--- config.mk ---
export PLATFORM = sky130hd
export DESIGN_NAME = inst_fetch
export DESIGN_NICKNAME = d
export VERILOG_FILES = /design/src/rtl/sirius_fetch_pkg.sv /design/src/rtl/fetch_slot_sel.sv /design/src/rtl/inst_fetch.sv
export SDC_FILE = /design/constraint.sdc
export NUM_CORES = 1
export LEC_CHECK = 0
export BUFFER_PORTS_ARGS = -buffer_cell sky130_fd_sc_hd__buf_2
export CELL_PAD_IN_SITES_DETAIL_PLACEMENT = 0
export CELL_PAD_IN_SITES_GLOBAL_PLACEMENT = 1
export CORE_MARGIN = 10
export CORE_UTILIZATION = 36
export CTS_BUF_LIST = sky130_fd_sc_hd__clkbuf_2
export DETAILED_ROUTE_END_ITERATION = 8
export HOLD_SLACK_MARGIN = 0.03
export PLACE_DENSITY = 0.83
export SLEW_MARGIN = 10
export SYNTH_ARGS = -nofsm -noshare
export SYNTH_HDL_FRONTEND = slang
export SYNTH_HIERARCHICAL = 1
export SYNTH_SLANG_ARGS = --single-unit
--- constraint.sdc ---
create_clock -name clk -period 1.9 [get_ports clk]
set_input_delay 0.285 -clock clk [delete_from_list [all_inputs] [get_ports clk]]
set_output_delay 0.285 -clock clk [all_outputs]
set_load 0.005 [all_outputs]
--- src/rtl/sirius_fetch_pkg.sv ---
// Shared fetch-unit types: FSM state encoding, reset vector and slot record.
package sirius_fetch_pkg;

  typedef enum logic [1:0] {LOAD, REQ, WAIT, HOLD} fetch_state_e;

  localparam logic [31:0] RESET_PC = 32'hbfc0_0000;

  typedef struct packed {
    logic        valid;
    logic [31:0] inst;
    logic [31:0] pc;
  } fetch_slot_t;

  function automatic logic [31:0] align8(input logic [31:0] addr);
    return {addr[31:3], 3'b000};
  endfunction

endpackage

--- src/rtl/fetch_slot_sel.sv ---
// Splits a 64-bit cache line into the two decode slots based on which word the PC points at.
module fetch_slot_sel
  import sirius_fetch_pkg::*;
(
  input  logic [63:0] rdata,
  input  logic [31:0] fpc,
  output fetch_slot_t slot_1,
  output fetch_slot_t slot_2
);

  // An odd-word PC only has the upper word left in this line.
  always_comb begin
    slot_1.valid = 1'b1;
    slot_1.inst  = fpc[2] ? rdata[63:32] : rdata[31:0];
    slot_1.pc    = fpc;
    slot_2.valid = ~fpc[2];
    slot_2.inst  = rdata[63:32];
    slot_2.pc    = fpc + 32'd4;
  end

endmodule

--- src/rtl/inst_fetch.sv ---
// Dual-issue instruction fetch: one aligned 64-bit cache request at a time, pair held for decode.
// Optional build macro FETCH_ADEL_CHECK_EN turns misaligned PCs into an address-error slot.
module inst_fetch #(
  parameter logic [31:0] RESET_PC = sirius_fetch_pkg::RESET_PC
) (
  input  logic        clk,
  input  logic        rst,
  input  logic [31:0] pc_address,
  input  logic        flush,
  output logic        ic_req,
  output logic [31:0] ic_addr,
  input  logic        ic_ack,
  input  logic        ic_rvalid,
  input  logic [63:0] ic_rdata,
  input  logic        id_ready,
  output logic        id_valid_1,
  output logic        id_valid_2,
  output logic [31:0] id_inst_1,
  output logic [31:0] id_inst_2,
  output logic [31:0] id_pc_1,
  output logic [31:0] id_pc_2,
  output logic        id_adel,
  output logic        inst_ok_1,
  output logic        inst_ok_2
);
  import sirius_fetch_pkg::*;

  fetch_state_e state, state_n;
  logic         kill, kill_n;
  logic         req_n;
  logic [31:0]  addr_n;
  logic [31:0]  fpc, fpc_n;
  logic         adel_n;
  logic         addr_err;
  fetch_slot_t  slot_1, slot_2, slot_1_n, slot_2_n, sel_1, sel_2;

  fetch_slot_sel u_slot_sel (
    .rdata  (ic_rdata),
    .fpc    (fpc),
    .slot_1 (sel_1),
    .slot_2 (sel_2)
  );

`ifdef FETCH_ADEL_CHECK_EN
  assign addr_err = |pc_address[1:0];
`else
  assign addr_err = 1'b0;
`endif

  assign inst_ok_1  = (state == HOLD) && id_ready && !flush;
  assign inst_ok_2  = inst_ok_1 && slot_2.valid;
  assign id_valid_1 = slot_1.valid;
  assign id_valid_2 = slot_2.valid;
  assign id_inst_1  = slot_1.inst;
  assign id_inst_2  = slot_2.inst;
  assign id_pc_1    = slot_1.pc;
  assign id_pc_2    = slot_2.pc;

  always_comb begin
    state_n  = state;
    kill_n   = kill;
    req_n    = ic_req;
    addr_n   = ic_addr;
    fpc_n    = fpc;
    adel_n   = id_adel;
    slot_1_n = slot_1;
    slot_2_n = slot_2;
    case (state)
      LOAD: begin
        if (!flush) begin
          if (addr_err) begin
            slot_1_n = '{valid: 1'b1, inst: 32'h0, pc: pc_address};
            slot_2_n = '{valid: 1'b0, inst: 32'h0, pc: pc_address + 32'd4};
            adel_n   = 1'b1;
            state_n  = HOLD;
          end else begin
            fpc_n   = pc_address;
            addr_n  = align8(pc_address);
            req_n   = 1'b1;
            state_n = REQ;
          end
        end
      end
      REQ: begin
        if (flush) kill_n = 1'b1;
        if (ic_ack) begin
          req_n   = 1'b0;
          state_n = WAIT;
        end
      end
      WAIT: begin
        // A killed response still has to be drained before the next request.
        if (ic_rvalid) begin
          if (kill || flush) begin
            kill_n  = 1'b0;
            state_n = LOAD;
          end else begin
            slot_1_n = sel_1;
            slot_2_n = sel_2;
            state_n  = HOLD;
          end
        end else if (flush) begin
          kill_n = 1'b1;
        end
      end
      HOLD: begin
        if (flush || id_ready) begin
          slot_1_n.valid = 1'b0;
          slot_2_n.valid = 1'b0;
          adel_n         = 1'b0;
          state_n        = LOAD;
        end
      end
      default: state_n = LOAD;
    endcase
  end

  always_ff @(posedge clk) begin
    if (rst) begin
      state   <= LOAD;
      kill    <= 1'b0;
      ic_req  <= 1'b0;
      ic_addr <= RESET_PC;
      id_adel <= 1'b0;
      slot_1  <= '{valid: 1'b0, inst: 32'h0, pc: RESET_PC};
      slot_2  <= '{valid: 1'b0, inst: 32'h0, pc: RESET_PC + 32'd4};
    end else begin
      state   <= state_n;
      kill    <= kill_n;
      ic_req  <= req_n;
      ic_addr <= addr_n;
      id_adel <= adel_n;
      slot_1  <= slot_1_n;
      slot_2  <= slot_2_n;
    end
  end

  always_ff @(posedge clk) begin
    fpc <= fpc_n;
  end

  always_ff @(posedge clk) begin
    if (!rst) assert (!(ic_ack && ic_rvalid));
  end

endmodule

* Word level (Yosys, flattened, before mapping) *
Cells that the tools add are included.

cells by class
  add/sub/neg operators = 1
  equality and inequality tests = 9
  mux-type cells = 21
  bitwise operators = 3
  reductions and logical operators = 16

operators by type and width
  kind                                                  number
  2-to-1 mux 65 bit                                     4
  adder 32 x 3 -> 32 bit (second input constant)        1
  2-to-1 mux 32 bit                                     1
  2-to-1 mux 2 bit                                      5
  != test 2 bit (second input constant)                 4
  case mux 1 bit (2 select lines)                       4
  case mux 2 bit (4 select lines)                       1
  AND reduction 4 bit                                   2
  2-to-1 mux 1 bit                                      6
  AND reduction 3 bit                                   2
  nonzero test 2 bit                                    3
  equality test 2 bit (second input constant)           2
  AND reduction 2 bit                                   2
  logical AND 1 bit                                     3
  != test 3 bit (second input constant)                 1
  NOT 1 bit                                             3
  equality test 2 x 1 -> 1 bit (second input constant)  1
  zero test 2 bit                                       1
  logical OR 1 bit                                      2
  != test 2 x 1 -> 1 bit (second input constant)        1
  zero test 1 bit                                       1

storage, ports and cells
  register bits = 195
  input bits = 102
  output and inout bits = 166
  word-level logic and storage cells = 61

* Depth between registers and ports, before layout *
Gate-level depths: netlist of the first run.

  depth in word-level cells = 4
  depth in mapped cells = 8

* Modules after synthesis *
Netlist of the first run, hierarchy kept.

modules (own cells, without submodules)
  module          instances  cells each  area each (µm²)
  inst_fetch      1          773         7383.3
  fetch_slot_sel  1          191         1565.3

* Worst setup path after synthesis of the first run *
Ideal clock, no wire load.

  path kind = register -> register
  from = register fpc[2]
  to = register slot_2 (netlist bit id_pc_2[22])
  library setup time = 120 ps
  arrival = 1719 ps
  data required time = 1780 ps
  path slack = 61 ps
  stages on the path, launching flop included = 9
  path buffers = 1
  cell sequence = edfxtp_1 > ha_1 > and4_1 > buf_2 > nand4_4 > nor3_1 > xor2_1 > and3_1 > a211o_1

RTL lines
  element                 RTL line           source
  from (decl)             inst_fetch.sv:32   logic [31:0] fpc, fpc_n;
  from (signal assigned)  inst_fetch.sv:139  fpc <= fpc_n;
  to (signal assigned)    inst_fetch.sv:126  slot_2 <= '{valid: 1'b0, inst: 32'h0, pc: RESET_PC + 32'd4};
  to (signal assigned)    inst_fetch.sv:134  slot_2 <= slot_2_n;
  to (decl)               inst_fetch.sv:35   fetch_slot_t slot_1, slot_2, slot_1_n, slot_2_n, sel_1, sel_2;

* Final worst setup path of the first run *
  from = register state[0]
  to = output inst_ok_2

on the way
  longest elaborated chain between the ends = 4

RTL lines
  element                         RTL line           source
  from (decl)                     inst_fetch.sv:28   fetch_state_e state, state_n;
  from (signal assigned)          inst_fetch.sv:128  state <= state_n;
  equality test 2 bit             inst_fetch.sv:50   assign inst_ok_1 = (state == HOLD) && id_ready && !flush;
  logical AND 1 bit (2 in a row)  inst_fetch.sv:50
  logical AND 1 bit               inst_fetch.sv:51   assign inst_ok_2 = inst_ok_1 && slot_2.valid;
  to (decl)                       inst_fetch.sv:24   output logic inst_ok_2

No other way between the ends.

==> impl_metrics.env, run 1 <==
export IMPL_status="finished, violations left"
export IMPL_violations="negative setup slack"
export IMPL_final_nets=1366
export IMPL_skew_ps=53.8
export IMPL_setup_slack_ps=-106
export IMPL_synth_compound_area_frac=0.160
export IMPL_post_synth_top_area_fraction=0.365
export IMPL_coreArea_um2=24400
export IMPL_hold_end="fpc[9]"
export IMPL_hold_viol=0
export IMPL_grt_overflow=0
export IMPL_hpwl_mm=18.9
export IMPL_dieWidth_um=178
export IMPL_final_cell_mix="buf_2, dfxtp_1, a21oi_1, nand3_1, dlygate4sd3_1"
export IMPL_synth_mux_area_frac=0.0403
export IMPL_min_period_over_period=1.06
export IMPL_hold_ws_ps=197
export IMPL_rsz0062_at_grt="yes"
export IMPL_cap_violations=0
export IMPL_ff2ff_setup_slack_ps=-10
export IMPL_regArea_um2=4230
export IMPL_drc_errors=0
export IMPL_syn_instance_count=964
export IMPL_finalMaxSlewViolations=0
export IMPL_multiInputGateArea_um2=3680
export IMPL_drive_gt1_frac=0.340
export IMPL_synth_edff_count=32
export IMPL_min_from="pc_address[9]"
export IMPL_reg2regPathDepth=8
export IMPL_firstDrtPassIters=5
export IMPL_peakVddDrop_uv=426
export IMPL_syn2layout_area_growth_pct=30.5
export IMPL_worstSetupPathType="flip-flop to output pin"
export IMPL_ioPinCount=268
export IMPL_max_freq_mhz=499
export IMPL_fillers=2327
export IMPL_wl_mm=28.2
export IMPL_hold_class="primary input to flip-flop"
export IMPL_cts_tree="built"
export IMPL_synth_adder_area_share=0.00140
export IMPL_initialDrtViolationCount=548
export IMPL_final_util=0.479
export IMPL_ys_top_cells_by_area="dfxtp_1, edfxtp_1, a21oi_1, buf_4, nand3_1"
export IMPL_critPathCaptureType="output pin"
export IMPL_reg2reg_from="fpc[2]"
export IMPL_drt_antenna_violating_nets=0
export IMPL_grt_usage=0.170
export IMPL_synth_area_um2=8950
export IMPL_yosysSeqAreaShare=0.472
export IMPL_synth_simple_gate_area_frac=0.166
export IMPL_critPathRequiredTime_ps=1620
export IMPL_portBuffers=263
export IMPL_async_flop_share=0
export IMPL_cts_buffers=17
export IMPL_clk_pin_slew_ps=370
export IMPL_grt_pass1_wl_mm=43.5
export IMPL_clock_sinks=195
export IMPL_powerDensity_nw_per_um2=695
export IMPL_arrival_ps=1720
export IMPL_synth_top_cell_by_area="dfxtp_1"
export IMPL_initial_core_util=0.367
export IMPL_clk_latency_ps=780
export IMPL_num_rows=57
export IMPL_design_die_area_um2=31600
export IMPL_cts_max_level=4
export IMPL_post_drt_wl_per_cell_um=17.6
export IMPL_stdcell_count=1601
export IMPL_grt_pass1_vias=7813
export IMPL_p_leak_nw=4.91
export IMPL_critical_path_max_fanout=3
export IMPL_cp_start_kind="flip-flop"
export IMPL_clk_path_buf_depth=2
export IMPL_synthFlopType="dfxtp_1"
export IMPL_min_path_cells=2
export IMPL_root_buffer="clkbuf_2"
export IMPL_synth_xor_area_frac=0.0274
export IMPL_finalSetupViolations=2
export IMPL_fp_dieH_um=178
export IMPL_min_period_ps=2010
export IMPL_synth_avg_cell_area_um2=9.28
export IMPL_gp_congestion=0.810
export IMPL_r2r_end="id_pc_2[29]"
export IMPL_place_ws_ps=5.11
export IMPL_final_common_cell="buf_2"
export IMPL_ys_ff_latch=195
export IMPL_antenna_found_initial=1
export IMPL_placedCellCount=1453
export IMPL_synth_top_family_by_area="simple AND/OR/NAND/NOR gates"
export IMPL_ys_warn_count=6
export IMPL_synth_cell_types=49
export IMPL_drt_vias_per_instance=4.97
export IMPL_grt_max_degree=77
export IMPL_vias=7958
[synthesized netlist by cell type, types with 2 or more instances]
cell and n:
a211o_1 18, a21oi_1 133, a31oi_1 2, and3_1 21, and4_1 3, buf_2 16, buf_4 81, buf_6 27
clkbuf_1 33, conb_1 2, dfxtp_1 163, edfxtp_1 32, inv_1 8, mux2_2 32, nand2_1 68, nand2b_1 2
nand3_1 121, nand3b_1 11, nand4_4 2, nor2_1 7, nor2b_1 2, nor3_1 6, nor3_2 2, nor3b_1 3
nor4_2 7, o21ai_0 26, o21ai_1 88, xnor2_1 12, xor2_1 16
[worst max path at each step]
stage / from / endpoint / slack, ps / cells after the start
finish: state[0] / inst_ok_2 / -110 / 4
global route: state[0] / inst_ok_2 / -270 / 4
CTS: state[0] / inst_ok_2 / -190 / 5
detailed placement: fpc[2] / id_pc_2[31] / 5 / 6
global placement: fpc[3] / id_pc_2[31] / 60 / 6
floorplan: fpc[2] / id_pc_2[22] / 60 / 8
[per-layer routing]
metal | vias up | global-route usage | part of all wire
li1 | 3916 | - | -
met1 | 3768 | 0.212 | 0.43
met2 | 251 | 0.284 | 0.49
met3 | 23 | 0.0484 | 0.069
met4 | 0 | 0.0424 | 0.012
met5 | - | 0 | 0
[cell families after synthesis]
| family | count (synthesis) |
|---|---|
| DFF | 195 |
| other | 2 |
| muxes | 32 |
| xor gates and xnor gates | 28 |
| adders and majority gates | 1 |
| and+or+nand+nor | 268 |
| buffers and inverters | 168 |
| AOI/OAI and AO/OA | 270 |
[metrics by stage]
stage / setup TNS, ps / power [mW] / cell area, µm²
6_report: -116 / 8.11 / 11700
5_1_grt: -997 / 8.56 / 11700
4_1_cts: -269 / 8.22 / 11500
3_5_place_dp: 0 / 5.69 / 10100
3_3_place_gp: 0 / 5.68 / 10100
2_1_floorplan: 0 / 5.34 / 8960
[power breakdown]
group | leakage [nW] | internal (mW) | switching, mW | total [mW]
registers | 1.63 | 4.38 | 0.0911 | 4.47
logic | 3.12 | 0.631 | 0.727 | 1.36
clock network | 0.165 | 0.599 | 1.68 | 2.28
[cell type report]
class	instances	share of cell area
clock inverter	15	0.0174
inverter	8	0.00257
multi-input combinational	604	0.315
antenna	1	0.000214
tap	324	0.0347
timing repair buffer	437	0.260
clock buffer	17	0.00729
sequential	195	0.362
[flip-flops by register name, summed over array words and instances, names as in the netlist, 2 cells and up]
signal and count:
ic_addr 29, state 2, fpc 32, id_inst_2 32, id_pc_2 32, id_inst_1 32, id_pc_1 32
[worst max-delay path, cell delays in order (launching register included)]
cell and delay, ps:
dfxtp_4 440, nand2_4 50, nor3b_2 190, and2_1 160, buf_2 130
[timing repair]
item	4_1_cts	5_1_grt
hold buffers	103	0
setup buffers	4	9
gates resized for setup	10	21
endpoints found under the hold margin	152	0
pin swaps	2	18
endpoints found under the setup margin	8	17
(Power assumes the default switching activity.)
==> inputs of run 2 (changes only) <==
Settings changed: ABC_AREA set to 0, CELL_PAD_IN_SITES_DETAIL_PLACEMENT 0 to 1, CELL_PAD_IN_SITES_GLOBAL_PLACEMENT 1 to 2, CORE_UTILIZATION 36 to 28, PLACE_DENSITY 0.83 to 0.81.
==> run 2 against run 1 <==
The flow still finishes with violations (negative setup slack). Critical endpoint unchanged. Total power is 1.1% higher. Utilization is 9.7 points lower. Cell area rose by 3.2%. Largest power group unchanged. Setup slack got worse by 58 ps. Combinational power rose by 5%. Sequential cell count stayed put. Clock-buffer cell count unchanged.
==> impl_metrics.env, run 2 (same netlist as run 1, synthesis figures left out) <==
export IMPL_arrival_ps=1780
export IMPL_path_delay_family="flip-flops"
export IMPL_critPathRequiredTime_ps=1620
export IMPL_status="finished, violations left"
export IMPL_syn2layout_area_growth_pct=34.6
export IMPL_drt_vias_per_instance=4.78
export IMPL_post_drt_wl_per_cell_um=18.9
export IMPL_max_freq_mhz=485
export IMPL_slowest_delay_ps=450
export IMPL_cts_max_level=4
export IMPL_clk_path_buf_depth=2
export IMPL_num_rows=65
export IMPL_worst_pin_slew_ps=603
export IMPL_design_die_area_um2=39500
export IMPL_hold_viol=0
export IMPL_drt_antenna_violating_nets=0
export IMPL_slew_headroom=0.598
export IMPL_final_nets=1388
export IMPL_grt_overflow=0
export IMPL_root_buffer="clkbuf_2"
export IMPL_critical_path_max_fanout=3
export IMPL_peakVddDrop_uv=342
export IMPL_place_ws_ps=-28.4
export IMPL_dieWidth_um=199
export IMPL_cap_violations=0
export IMPL_cts_buffers=17
export IMPL_power_total_mw=8.20
export IMPL_cts_tree="built"
export IMPL_multiInputGateArea_um2=3690
export IMPL_setup_slack_ps=-163
export IMPL_antenna_found_initial=1
export IMPL_skew_ps=70.6
export IMPL_portBuffers=263
export IMPL_powerDensity_nw_per_um2=680
export IMPL_drc_errors=0
export IMPL_clk_pin_slew_ps=380
export IMPL_fillers=3650
export IMPL_final_common_cell="buf_2"
export IMPL_initial_core_util=0.284
export IMPL_final_cell_mix="buf_2, dfxtp_1, a21oi_1, dlygate4sd3_1, nand3_1"
export IMPL_min_period_ps=2060
export IMPL_placedCellCount=1528
export IMPL_ioPinCount=268
export IMPL_path_cells="nand2_4 > nor3b_2 > and2_1 > buf_2"
export IMPL_hold_class="primary input to flip-flop"
export IMPL_cp_start_kind="flip-flop"
export IMPL_violations="negative setup slack"
export IMPL_grt_usage=0.160
export IMPL_finalSetupViolations=3
export IMPL_fp_dieH_um=199
export IMPL_drive_gt1_frac=0.331
export IMPL_worstSetupPathType="flip-flop to output pin"
export IMPL_regArea_um2=4240
export IMPL_grt_max_degree=62
export IMPL_stdcell_count=1702
export IMPL_clk_latency_ps=860
export IMPL_finalMaxSlewViolations=0
export IMPL_p_leak_nw=5.03
export IMPL_rsz0062_at_grt="yes"
export IMPL_grt_pass1_wl_mm=50.1
export IMPL_firstDrtPassIters=4
export IMPL_coreArea_um2=31600
export IMPL_grt_pass1_vias=8605
export IMPL_hpwl_mm=21.5
export IMPL_critPathCaptureType="output pin"
export IMPL_clock_sinks=195
export IMPL_initialDrtViolationCount=247
export IMPL_gp_congestion=0.806
export IMPL_min_period_over_period=1.09
export IMPL_worst_path_max_delay_cell="dfxtp_4"
export IMPL_vias=8135
export IMPL_critical_path_buf_inv_count=1
export IMPL_wl_mm=32.2
## run 2: cell count changes in the layout (fill, tap and decap cells not counted), moves of 6 or more
| cell | previous run | this run |
|---|---|---|
| buf_4 | 59 | 48 |
| dfxtp_1 | 161 | 155 |
| dfxtp_2 | 0 | 6 |
| dlygate4sd3_1 | 103 | 131 |
## run 2: per-stage QoR
| stage | util | hold slack [ps] | setup TNS (ps) | cell area [µm²] |
|---|---|---|---|---|
| after floorplan | - | 384 | 0 | 8960 |
| after global placement | 0.324 | 439 | 0 | 10200 |
| after detailed placement | 0.324 | 444 | -45.3 | 10200 |
| after CTS | 0.376 | 33.6 | -594 | 11900 |
| after global routing | 0.382 | 26.8 | -961 | 12000 |
| final | 0.382 | 166 | -256 | 12000 |
## run 2: worst min-delay path, stage by stage
cell           delay, ps
dlygate4sd3_1        530
buf_2                130
nand2_1               60
a21oi_1               50
## run 2: timing repair
item                       4_1_cts  5_1_grt
setup endpoints to repair       11       22
pin swaps                        2       14
hold buffers                   130        1
hold endpoints to repair       194        1
resized for setup               12       27
setup buffers                    4        7
## run 2: final cells by class
type / instances / area share
Inverter: 8 / 0.00249
Multi-Input combinational cell: 604 / 0.306
Timing Repair Buffer: 459 / 0.275
Clock buffer: 17 / 0.00706
Sequential cell: 195 / 0.352
Tap cell: 402 / 0.0417
Antenna cell: 2 / 0.000415
Clock inverter: 15 / 0.0157
## run 2: path summary, 6_finish.rpt
path	start	endpoint	depth (start not counted)	slack, ps
min	pc_address[19]	ic_addr[19]	4	170
max	state[0]	inst_ok_2	4	-160
max reg2reg	fpc[9]	id_pc_2[29]	7	-50
min reg2reg	ic_addr[6]	ic_addr[6]	2	470
## run 2: metal layers
metal / wire length [µm] / track usage / share of wire
met1: 13800 / 0.189 / 0.43
met2: 15900 / 0.272 / 0.49
met3: 1760 / 0.0461 / 0.055
met4: 739 / 0.0571 / 0.023
met5: 0 / 0 / 0
## run 2: power by group
part / internal (mW) / switching [mW]
sequential: 4.39 / 0.0977
combinational: 0.662 / 0.764
clock: 0.499 / 1.79
total: 5.55 / 2.65
